$ cat config.mk
export PLATFORM = sky130hd
export DESIGN_NAME = instr_fetch_flat
export DESIGN_NICKNAME = d
export VERILOG_FILES = /design/src/rtl/instr_fetch_if.sv /design/src/rtl/instr_fetch.sv /design/src/flat_wrapper.sv
export SDC_FILE = /design/constraint.sdc
export NUM_CORES = 1
export LEC_CHECK = 0
export CAP_MARGIN = 10
export CORE_MARGIN = 2
export CORE_UTILIZATION = 48
export CTS_CLUSTER_SIZE = 40
export DETAILED_ROUTE_END_ITERATION = 7
export GPL_TIMING_DRIVEN = 0
export PLACE_DENSITY_LB_ADDON = 0.05
export SLEW_MARGIN = 25
export SYNTH_ARGS = -nofsm -noshare
export SYNTH_HDL_FRONTEND = slang
export SYNTH_SLANG_ARGS = --single-unit
$ cat constraint.sdc
create_clock -name clk -period 3.2 [get_ports clk]
set_input_delay 0.32 -clock clk [delete_from_list [all_inputs] [get_ports clk]]
set_output_delay 0.32 -clock clk [all_outputs]
set_load 0.05 [all_outputs]
$ cat src/rtl/instr_fetch_if.sv
// RAM port-1 read bus between the fetch stage (master) and the instruction RAM (slave).
interface instr_fetch_if #(
    parameter int ADDR_W = 11
);
    logic [ADDR_W-1:0] ram_addr1;
    logic [31:0]       ram_rdata1;

    modport master (output ram_addr1, input  ram_rdata1);
    modport slave  (input  ram_addr1, output ram_rdata1);
endinterface

$ cat src/rtl/instr_fetch.sv
// Program counter and instruction-fetch stage: launches RAM reads, buffers the word, loads IR.
// Optional FETCH_PERF_EN adds completed-fetch and busy-cycle counters.
//
// state   | meaning
// --------+------------------------------------------
// S_IDLE  | no fetch in flight, buffer empty
// S_WAIT  | read launched, latency counter running
// S_READY | buffer holds a word not yet moved to IR
module instr_fetch #(
    parameter int                ADDR_W   = 11,
    parameter int                RAM_LAT  = 2,
    parameter logic [ADDR_W-1:0] RESET_PC = '0
) (
    input  logic              clk,
    input  logic              rst,
    input  logic              load_pc,
    input  logic [1:0]        sel_pc,
    input  logic [ADDR_W-1:0] branch_target,
    input  logic [31:0]       datapath_pc,
    input  logic              load_ir,
    instr_fetch_if.master     ram,
    output logic [ADDR_W-1:0] pc,
    output logic [ADDR_W-1:0] pc_seq,
    output logic              fetch_busy,
    output logic              fetch_done,
    output logic [31:0]       instr,
    output logic [3:0]        cond,
    output logic              P,
    output logic              U,
    output logic              W,
    output logic              ir_err
`ifdef FETCH_PERF_EN
   ,output logic [31:0]       perf_fetches,
    output logic [31:0]       perf_stall
`endif
);

    localparam int CNT_W = (RAM_LAT > 1) ? $clog2(RAM_LAT) : 1;

    typedef enum logic [1:0] {
        S_IDLE  = 2'd0,
        S_WAIT  = 2'd1,
        S_READY = 2'd2
    } state_t;

    state_t            state;
    logic [CNT_W-1:0]  lat_cnt;
    logic [ADDR_W-1:0] fetch_addr;
    logic [31:0]       fetch_buf;
    logic [ADDR_W-1:0] next_addr;
    logic              wait_tc;
    logic              fetch_complete;

    always_comb begin
        next_addr = pc_seq;
        unique case (sel_pc)
            2'b00: next_addr = pc_seq;
            2'b01: next_addr = branch_target;
            2'b10: next_addr = datapath_pc[ADDR_W-1:0];
            2'b11: next_addr = RESET_PC;
        endcase
    end

    // Terminal count: read data is valid on this cycle's edge.
    assign wait_tc        = (state == S_WAIT) && (lat_cnt == '0);
    // A restart without load_ir throws the arriving word away, so it does not count.
    assign fetch_complete = wait_tc && (load_ir || !load_pc);

    assign cond = instr[31:28];
    assign P    = instr[24];
    assign U    = instr[23];
    assign W    = instr[21];

    always_ff @(posedge clk) begin
        if (rst) begin
            state         <= S_IDLE;
            lat_cnt       <= '0;
            fetch_addr    <= RESET_PC;
            fetch_buf     <= '0;
            ram.ram_addr1 <= RESET_PC;
            pc            <= RESET_PC;
            pc_seq        <= RESET_PC;
            fetch_busy    <= 1'b0;
            fetch_done    <= 1'b0;
            instr         <= '0;
            ir_err        <= 1'b0;
`ifdef FETCH_PERF_EN
            perf_fetches  <= '0;
            perf_stall    <= '0;
`endif
        end else begin
            if ((state == S_WAIT) && (lat_cnt != '0))
                lat_cnt <= lat_cnt - 1'b1;

            if (load_ir) begin
                if (state == S_READY) begin
                    instr      <= fetch_buf;
                    pc         <= fetch_addr;
                    fetch_done <= 1'b0;
                    state      <= S_IDLE;
                end else if (wait_tc) begin
                    instr      <= ram.ram_rdata1;
                    pc         <= fetch_addr;
                    fetch_busy <= 1'b0;
                    state      <= S_IDLE;
                end else begin
                    ir_err     <= 1'b1;
                end
            end else if (wait_tc && !load_pc) begin
                fetch_buf  <= ram.ram_rdata1;
                fetch_busy <= 1'b0;
                fetch_done <= 1'b1;
                state      <= S_READY;
            end

            // Launch last so a restart overrides whatever the old fetch did above.
            if (load_pc) begin
                ram.ram_addr1 <= next_addr;
                fetch_addr    <= next_addr;
                pc_seq        <= next_addr + 1'b1;
                lat_cnt       <= CNT_W'(RAM_LAT - 1);
                fetch_busy    <= 1'b1;
                fetch_done    <= 1'b0;
                state         <= S_WAIT;
            end

`ifdef FETCH_PERF_EN
            if (fetch_complete)
                perf_fetches <= perf_fetches + 1'b1;
            if (fetch_busy)
                perf_stall   <= perf_stall + 1'b1;
`endif
        end
    end

endmodule

$ cat src/flat_wrapper.sv
// flat-port wrapper written by rule: the top's interface ports become plain ports
module instr_fetch_flat 
#(
    parameter int                ADDR_W   = 11,
    parameter int                RAM_LAT  = 2,
    parameter logic [ADDR_W-1:0] RESET_PC = '0
)
  (clk, rst, load_pc, sel_pc, branch_target, datapath_pc, load_ir, pc, pc_seq, fetch_busy, fetch_done, instr, cond, P, U, W, ir_err, ram_ram_addr1, ram_ram_rdata1);
  instr_fetch_if #(.ADDR_W(ADDR_W)) ram_i ();
  input  logic clk;
  input  logic rst;
  input  logic load_pc;
  input  logic [1:0] sel_pc;
  input  logic [ADDR_W-1:0] branch_target;
  input  logic [31:0] datapath_pc;
  input  logic load_ir;
  output logic [ADDR_W-1:0] pc;
  output logic [ADDR_W-1:0] pc_seq;
  output logic fetch_busy;
  output logic fetch_done;
  output logic [31:0] instr;
  output logic [3:0] cond;
  output logic P;
  output logic U;
  output logic W;
  output logic ir_err;
  output wire logic [$bits(ram_i.ram_addr1)-1:0] ram_ram_addr1;
  input wire logic [$bits(ram_i.ram_rdata1)-1:0] ram_ram_rdata1;
  assign ram_ram_addr1 = ram_i.ram_addr1;
  assign ram_i.ram_rdata1 = ram_ram_rdata1;
  instr_fetch #(.ADDR_W(ADDR_W), .RAM_LAT(RAM_LAT), .RESET_PC(RESET_PC)) u_core (.clk(clk), .rst(rst), .load_pc(load_pc), .sel_pc(sel_pc), .branch_target(branch_target), .datapath_pc(datapath_pc), .load_ir(load_ir), .ram(ram_i), .pc(pc), .pc_seq(pc_seq), .fetch_busy(fetch_busy), .fetch_done(fetch_done), .instr(instr), .cond(cond), .P(P), .U(U), .W(W), .ir_err(ir_err));
endmodule
==> key figures <==
Run status
  – Status: complete, no violations

Power
  – Sequential Power Share: 48.2%
  – Clock power share: 30.5%
  – Gate power share: 21.2%
  – Leak: 2.31 nW
  – Psw: 0.869 mW
  – Sw Ratio: 30.4%
  – Cell internal pwr: 1.99 mW
  – Max VDD drop: 0.246 mV
  – Power density cells: 472 nW/um^2

Critical path
  – R2r setup slk: 0.93 ns
  – CP Data Arrival Time: 2.69 ns
  – Buf/Inv on CP: 3
  – Worst Setup Start Kind: input pin
  – CP required: 3.50 ns
  – Setup Crit Path Kind: input pin to register
  – Reg2reg end: u_core.fetch_buf[26]$_SDFFE_PP0P_
  – CP top delay family: simple AND/OR/NAND/NOR gates
  – Cells along the critical path: clkdlybuf4s50_1 -> and2b_4 -> buf_4 -> a2bb2oi_1 -> inv_1 -> ha_1 -> nand4_2 -> or4_1 -> o211ai_1
  – R2r worst-path depth: 6
  – CP max stage cell: clkdlybuf4s50_1
  – Reg-to-reg startpoint: u_core.state[1]$_SDFFE_PP0P_
  – CP max FO: 10
  – Largest stage delay, worst path: 0.63 ns
  – Critical Path End Type: register

Timing
  – Tmin final: 2.39 ns
  – Final period utilization: 74.6%
  – Setup Viol. Count Final: 0
  – Setup_tns: 0 ns
  – Worst Setup Slack, final: 0.811 ns
  – F_max: 0.419 GHz
  – Slew headroom: 48.4%
  – RSZ-0062 raised after global routing: false
  – Count of final hold-check violations: 0
  – Slew Viols, Final: 0
  – Layout Skew: 0.0137 ns
  – Slew of the pin with the lowest slew margin: 0.773 ns

Route
  – Iter 0 DRT Violations: 176
  – Detail Route Antenna Nets: 0
  – Drt first pass iters: 4
  – DR vias: 4165
  – Total Wirelength: 11800 um
  – DR vias/cell: 5.45
  – DR WL/cell: 15.4 um
  – DR DRC count: 0

Worst hold path
  – HP Class: input pin to register
  – Hold Path Cell Cnt: 2
  – Hold Path End: u_core.pc_seq[5]$_SDFFE_PP0P_
  – HP Start: load_pc

Clock tree
  – CTS Hold Bufs: 0
  – Post-CTS setup buffers: 0
  – Clock Pin Slew Worst Setup and Hold Paths: 0.11 ns
  – Clock Sinks: 103
  – CTS max path bufs: 2
  – Total CTS buffers: 9
  – Worst-Skew Late Latency: 0.37 ns
  – H-tree levels: 3
  – Post_cts resized: 0
  – CTS tree: built
  – Root buf cell: clkbuf_8

Floorplanning
  – Initial core utilization: 49.8%
  – Core area: 8760 um^2
  – Die ar.: 9880 um^2
  – Floorplan row count: 34
  – Die Wd: 99.4 um
  – IO Pins: 156
  – Die H: 99.4 um

Place
  – Gpl congestion: 0.868
  – Placed cells: 748
  – Final HPWL DP: 8910 um
  – Pre-CTS setup slack: 0.430 ns
  – Buffers on Ports: 133

Layout
  – Layout area overhead: 38.5%
  – Commonest non-fill, non-tap cells in the layout: clkdlybuf4s50_1 (133), dfxtp_1 (103), nand2_1 (96), nor2_1 (56), a21oi_1 (49)
  – Nets: 733
  – Post-layout util: 69.0%
  – Antenna cells: 0
  – Layout cells sized above 1: 5.18%
  – Commonest non-fill, non-tap cell in the layout: clkdlybuf4s50_1
  – Layout Cells excl Fill: 764

Logic synthesis
  – #FFs+latches synth: 103
  – Yosys warns: 0
  – Synth Area per Inst: 8.61 um^2
  – Synth Instances: 507
  – Syn Nets: 589
  – Cell area after synthesis: 4370 um^2
  – Netlist cell types: 38
  – Seq/Total Area, Yosys: 47.2%

GRT
  – Gr usage total: 23.9%
  – First-pass GRT wire length: 19000 um
  – Gr ovfl total: 0
  – Pin count of the biggest net entering global routing: 18
  – Vias in the first global route: 3924
  – Initial antenna violation count: 0

Run
  – Maxcap violations: 0
[area by class of cell]
cell class / instances / area [um^2]
fill: 717 / 2710
sequential: 103 / 2060
multi-input combinational: 349 / 2060
timing repair buffer: 133 / 1330
buffer: 46 / 215
clock buffer: 11 / 151
tap: 108 / 135
clock inverter: 5 / 65.1
inverter: 9 / 33.8
[cell families (layout without fill, tap and decap cells)]
kind of cell	after synthesis	after routing	share of synthesized area (%)
simple gates	171	171	16.1
compound gates	130	130	20.0
flops	103	103	47.2
buf+inv	55	204	5.70
mux	46	46	10.5
fa+ha+maj	1	1	0.286
xor+xnor	1	1	0.201
[per-stage QoR]
| stage | instance area (um^2) | power [mW] | hold WS [ns] |
|---|---|---|---|
| final | 6050 | 2.86 | 0.456 |
| after global routing | 6050 | 2.97 | 0.479 |
| after CTS | 6050 | 2.87 | 0.440 |
| after detailed placement | 5830 | 2.01 | 0.446 |
| after global placement | 5830 | 2.00 | 0.441 |
| after floorplan | 4370 | 1.77 | 0.436 |
[power by group through the flow]
stage / clock, mW / sequential, mW / combinational, mW
after floorplan: 0 / 1.56 / 0.210
after global placement: 0 / 1.41 / 0.599
after detailed placement: 0 / 1.41 / 0.606
after CTS: 0.884 / 1.38 / 0.608
after global routing: 0.938 / 1.39 / 0.645
final: 0.873 / 1.38 / 0.607
[worst reg2reg max path, cell delays in order, from the launching register on]
cell and delay (ns):
dfxtp_1 0.37, or3b_1 0.37, clkbuf_1 0.17, nor3_1 0.59, clkbuf_1 0.44, nand2_1 0.11, a21oi_1 0.14
[worst max path at each step]
stage,startpoint,endpoint,slack [ns],depth (start not counted)
3_3_place_gp,sel_pc[1],u_core.pc_seq[10]$_SDFFE_PP0P_,0.46,9
4_1_cts,sel_pc[1],u_core.pc_seq[10]$_SDFFE_PP0P_,0.81,9
3_5_place_dp,sel_pc[1],u_core.pc_seq[10]$_SDFFE_PP0P_,0.43,9
2_1_floorplan,u_core.pc_seq[5]$_SDFFE_PP0P_,u_core.pc_seq[10]$_SDFFE_PP0P_,1.17,5
6_report,sel_pc[1],u_core.pc_seq[10]$_SDFFE_PP0P_,0.81,9
5_1_grt,sel_pc[1],u_core.pc_seq[10]$_SDFFE_PP0P_,0.61,9
[per-layer routing]
metal | GRT usage (%) | up-vias | share of wire (%)
li1 | - | 2062 | -
met1 | 32.2 | 1942 | 45
met2 | 39.0 | 145 | 47
met3 | 4.36 | 16 | 6.6
met4 | 7.69 | 0 | 1.6
met5 | 0 | - | 0
[synth_stat cells]
library cell / count / area share, %
and2b_4: 1 / 0.23
or4_1: 2 / 0.34
inv_1: 8 / 0.69
o32a_1: 2 / 0.46
nor2_1: 56 / 4.8
a31oi_1: 2 / 0.29
mux2i_1: 46 / 11
nand2_1: 96 / 8.3
nand2b_1: 2 / 0.29
o32ai_1: 1 / 0.20
a22oi_1: 1 / 0.17
a2bb2oi_2: 2 / 0.69
buf_2: 4 / 0.46
nand3_1: 4 / 0.46
a2bb2oi_1: 9 / 1.8
clkbuf_1: 28 / 2.4
a211oi_1: 44 / 7.6
nand4_1: 2 / 0.29
a21oi_1: 49 / 5.6
o31ai_1: 1 / 0.17
buf_1: 5 / 0.43
buf_4: 8 / 1.4
xnor2_1: 1 / 0.20
o211ai_1: 4 / 0.69
clkinv_1: 1 / 0.086
o2bb2ai_1: 4 / 0.80
buf_6: 1 / 0.26
o21ai_0: 7 / 0.80
nand4_2: 1 / 0.29
nor3_1: 2 / 0.23
or3_1: 1 / 0.14
or3b_1: 1 / 0.20
or3_4: 1 / 0.26
o21ai_1: 1 / 0.11
o311ai_1: 3 / 0.60
ha_1: 1 / 0.29
dfxtp_1: 103 / 47
nor4_1: 2 / 0.29
[flip-flops by register name (all words and copies together), names as in the netlist]
| signal | flops |
|---|---|
| u_core.lat_cnt | 1 |
| u_core.state | 2 |
| u_core.fetch_addr | 11 |
| u_core.instr | 32 |
| u_core.ir_err | 1 |
| u_core.pc_seq | 11 |
| u_core.fetch_busy | 1 |
| u_core.pc | 11 |
| u_core.fetch_buf | 32 |
| u_core.fetch_done | 1 |
No activity file was read; power rests on OpenSTA's default activity.
